File: config.mk
export PLATFORM = sky130hd
export DESIGN_NAME = serial_subtractor
export DESIGN_NICKNAME = d
export VERILOG_FILES = /design/src/rtl/arith_pkg.sv /design/src/rtl/full_subtractor.sv /design/src/rtl/serial_subtractor.sv
export SDC_FILE = /design/constraint.sdc
export NUM_CORES = 1
export LEC_CHECK = 0
export BUFFER_PORTS_ARGS = -buffer_cell sky130_fd_sc_hd__buf_4
export CORE_ASPECT_RATIO = 1.5
export CORE_MARGIN = 5
export CORE_UTILIZATION = 35
export CTS_BUF_LIST = sky130_fd_sc_hd__clkbuf_2
export CTS_CLUSTER_DIAMETER = 80
export DETAILED_ROUTE_END_ITERATION = 10
export PLACE_DENSITY = 0.65
export SLEW_MARGIN = 25
export SYNTH_ARGS = -nofsm -noshare
export SYNTH_HDL_FRONTEND = slang
export SYNTH_SLANG_ARGS = --single-unit
export TNS_END_PERCENT = 30
File: constraint.sdc
create_clock -name clk -period 3.5 [get_ports clk]
set_input_delay 0 -clock clk [delete_from_list [all_inputs] [get_ports clk]]
set_output_delay 0 -clock clk [all_outputs]
set_load 0.02 [all_outputs]
File: src/rtl/arith_pkg.sv
// Shared arithmetic-library package.
// Holds the state encoding for the bit-serial arithmetic controllers.
package arith_pkg;

    typedef enum logic [1:0] {
        IDLE  = 2'd0,
        SHIFT = 2'd1,
        DONE  = 2'd2
    } sub_state_t;

endpackage

File: src/rtl/full_subtractor.sv
// Single-bit full subtractor cell (combinational).
// Ports:
//   a    - minuend bit
//   b    - subtrahend bit
//   bin  - borrow in
//   diff - difference bit, a - b - bin
//   bout - borrow out
module full_subtractor (
    input  logic a,
    input  logic b,
    input  logic bin,
    output logic diff,
    output logic bout
);

    assign diff = a ^ b ^ bin;
    assign bout = (~a & b) | (~(a ^ b) & bin);

endmodule

File: src/rtl/serial_subtractor.sv
// Bit-serial two's-complement subtractor: computes a - b one bit per clock,
// LSB first, using one full-subtractor cell and a registered borrow.
// Ports:
//   clk, rst             - rising-edge clock, synchronous active-high reset
//   in_valid / in_ready  - operand handshake; a and b sampled on accept only
//   a, b                 - minuend / subtrahend, WIDTH bits
//   out_valid/out_ready  - result handshake; result held until taken
//   diff                 - (a - b) mod 2^WIDTH
//   borrow_out           - unsigned borrow (a < b)
//   overflow             - signed overflow of the subtraction
module serial_subtractor
    import arith_pkg::*;
#(
    parameter int unsigned WIDTH = 8
) (
    input  logic             clk,
    input  logic             rst,
    input  logic             in_valid,
    output logic             in_ready,
    input  logic [WIDTH-1:0] a,
    input  logic [WIDTH-1:0] b,
    output logic             out_valid,
    input  logic             out_ready,
    output logic [WIDTH-1:0] diff,
    output logic             borrow_out,
    output logic             overflow
);

    localparam int unsigned CW = (WIDTH < 2) ? 1 : $clog2(WIDTH + 1);

    sub_state_t       state;
    logic [WIDTH-1:0] a_sr;
    logic [WIDTH-1:0] b_sr;
    logic [WIDTH-1:0] res_sr;
    logic [WIDTH-1:0] res_next;
    logic [CW-1:0]    cnt;
    logic             borrow;
    logic             a_msb;
    logic             b_msb;
    logic             cell_d;
    logic             cell_bout;
    logic             last_bit;

    full_subtractor u_cell (
        .a    (a_sr[0]),
        .b    (b_sr[0]),
        .bin  (borrow),
        .diff (cell_d),
        .bout (cell_bout)
    );

    // Difference bits enter at the MSB so that after WIDTH shifts the
    // first-computed (LSB) bit has arrived at position 0.
    always_comb begin
        res_next            = res_sr >> 1;
        res_next[WIDTH-1]   = cell_d;
    end

    assign last_bit = (cnt == CW'(WIDTH - 1));
    assign diff     = res_sr;

    always_ff @(posedge clk) begin
        if (rst) begin
            state      <= IDLE;
            a_sr       <= '0;
            b_sr       <= '0;
            res_sr     <= '0;
            cnt        <= '0;
            borrow     <= 1'b0;
            a_msb      <= 1'b0;
            b_msb      <= 1'b0;
            in_ready   <= 1'b1;
            out_valid  <= 1'b0;
            borrow_out <= 1'b0;
            overflow   <= 1'b0;
        end else begin
            case (state)
                IDLE: begin
                    if (in_valid && in_ready) begin
                        a_sr     <= a;
                        b_sr     <= b;
                        borrow   <= 1'b0;
                        cnt      <= '0;
                        a_msb    <= a[WIDTH-1];
                        b_msb    <= b[WIDTH-1];
                        in_ready <= 1'b0;
                        state    <= SHIFT;
                    end
                end
                SHIFT: begin
                    a_sr   <= a_sr >> 1;
                    b_sr   <= b_sr >> 1;
                    res_sr <= res_next;
                    borrow <= cell_bout;
                    cnt    <= cnt + 1'b1;
                    if (last_bit) begin
                        // The cell output on the final bit is the result MSB.
                        borrow_out <= cell_bout;
                        overflow   <= (a_msb ^ b_msb) & (cell_d ^ a_msb);
                        out_valid  <= 1'b1;
                        state      <= DONE;
                    end
                end
                DONE: begin
                    if (out_ready) begin
                        out_valid <= 1'b0;
                        in_ready  <= 1'b1;
                        state     <= IDLE;
                    end
                end
                default: begin
                    out_valid <= 1'b0;
                    in_ready  <= 1'b1;
                    state     <= IDLE;
                end
            endcase
        end
    end

endmodule
==> metrics.txt <==
status=finished, final reports clean; antenna cells=0; Starting Density=~36%; Post-Syn Area=1670 um^2; Power Total=809 uW; WL final=3660 um; # nets final=about 240; most frequent cells after synthesis=37 x dfxtp_1, 22 x nand2_1, 19 x a21oi_1; root buffer cell=clkbuf_2; Crit Path Category=reg -> reg; CP required=3820 ps; dpl hpwl=2380 um; DRT Pass-1 Iters=4; Max Root-Sink Buffers=2; minimum clock period=1800 ps; cts bufs inserted=5; fin crit share=51.5%; peak supply drop=0.206 mV; largest net degree at the start of global routing=39; top cells by area, synth=dfxtp_1 44%, mux2i_1 8.4%, a221oi_2 7.2%; main combinational cell family by area after synthesis=compound AO/OA/AOI/OAI gates; final instance area=2090 um^2; Detail Route Antenna Nets=0; number of global-route vias before repair=1468; Slew Viols, Final=0; Primary FF master, synth=dfxtp_1; Core Area=4580 um^2; first-pass GRT wire length=6520 um; simple-gate share of the synthesized area=~18%; Post-Syn Instances=roughly 180; mux cell area share after synthesis=8.39%; RSZ-0062 raised after global routing=false; layout cells sized above 1=22.5%; Vias=1388; adder-cell area share of the yosys netlist=1.95%; Synth Area in XOR/XNOR=0%; Arr. time, crit path=approximately 2100 ps; post_cts resized=0; clk sinks=37; CP Max Fanout=28; max_cap viols=0; Avg Inst Size Synth=9.49 um^2; post-synthesis sequential area ratio=44.3%; Rows=30; DRC=0; post-DR wirelength/cell=13.0 um; Skew-Pair Late Insertion Delay=390 ps; Slew HR=39.6%; Placed Area=1890 um^2; worst setup margin=1700 ps; I/O Buffers=31; GRT Util Overall=13.3%; Worst Max-Slew Pin Slew=906 ps; htree depth=2; IO Pins=32; FMAX=0.555 GHz; HP Class=in -> reg; Worst setup EP type=flop; Post-synth EDFFs=0; vias per inst=4.92; final hold violations=0; setup violators final=0; Lkg Pwr=0.848 nW; DP Cell Count=258; Setup crit start kind=flop; pwr dens=387 nW/um^2; antenna violations before repair=0; pre-CTS setup slack=1690 ps; Die H=94.6 um; Syn Nets=198; Die W=66.4 um; Seq cells post-synth=37; Synth top area share=44.3%; YS warnings=0; async set-reset flop share out of synthesis=0%; total grt overflow=0; CTS tree=built; post-synthesis compound-gate area fraction=a little over a fifth; P&R area growth vs syn=25.2%; cell taking the most area after synthesis=dfxtp_1; Hold WS=6.09 ps; DR iter-0 viols=45; library cells used by synthesis=34; clock skew=about 16 ps; Fillers=about 470; Die Area=6280 um^2; clk slew on worst S/H paths=190 ps; RePlAce Congestion=just under 0.7; Util after Layout=45.7%; fin cells=282; most common cell in the netlist=dfxtp_1; TNS Setup=0 ps
sequential cells by signal (all words and copies together), names as in the netlist:
name / cells
a_msb: 1
b_msb: 1
out_valid: 1
b_sr: 8
state: 2
diff: 8
in_ready: 1
borrow_out: 1
cnt: 4
borrow: 1
overflow: 1
a_sr: 8
where the power goes:
part           switching, mW  internal, mW
sequential            0.0191         0.449
clock                  0.139        0.0437
combinational         0.0824        0.0764
timing repair:
item,4_1_cts,5_1_grt
setup buffers,0,0
endpoints found under the hold margin,19,1
hold buffers,15,1
cells in the final DEF (no fill, tap or decap):
cell type / count
clkinv_2: 1
clkinv_1: 2
o21bai_1: 1
nand3b_1: 2
nand2b_1: 3
nor2_1: 18
a211oi_1: 1
a31oi_1: 1
and2b_1: 1
a21oi_4: 1
nor3b_1: 2
nand3_1: 2
a311oi_1: 1
inv_1: 2
buf_4: 32
dfxtp_1: 37
nand2_1: 22
o21ai_0: 7
a221oi_2: 8
nor4_1: 2
nand2b_2: 1
ha_1: 1
dlygate4sd3_1: 16
mux2i_1: 14
a221oi_1: 6
nor2b_1: 1
a21oi_1: 19
or3_1: 2
and3b_1: 2
nor3_1: 2
and4bb_2: 1
clkbuf_2: 5
fa_1: 1
o31ai_1: 1
kinds of logic after synthesis:
family                     Yosys count
and+or+nand+nor                     61
AOI/OAI and AO/OA                   46
DFF                                 37
buffers and inverters               16
muxes                               14
adders and majority gates            2
path summary, 6_finish.rpt:
path / to / from / slack, ps / cells after the start
max: borrow_out / state[0] / 1700 / 3
min: a_sr[2] / a[2] / 6 / 3
max reg2reg: borrow_out / state[0] / 1700 / 3
min reg2reg: out_valid / out_valid / 480 / 2
final cells by class:
class	count	area [um^2]	area share, %
Clock buffer	5	25.0	1.20
Clock inverter	3	12.5	0.598
Inverter	2	7.51	0.359
Multi-Input combinational cell	123	826	39.5
Sequential cell	37	741	35.4
Tap cell	64	80.1	3.83
Timing Repair Buffer	48	400	19.1
layer usage:
| metal | global-route usage [%] | routed length, um | vias up | part of all wire (%) |
|---|---|---|---|---|
| li1 | - | - | 709 | - |
| met1 | 15.7 | 1620 | 641 | 44 |
| met2 | 22.4 | 1800 | 33 | 49 |
| met3 | 3.81 | 193 | 5 | 5.3 |
| met4 | 5.25 | 55 | 0 | 1.5 |
| met5 | 0 | 0 | - | 0 |
worst max-delay path, cell delays in order (launching register included):
cell and delay [ps]:
dfxtp_1 560, and2b_1 780, a21oi_1 140, a311oi_1 260
(Power assumes the default switching activity.)
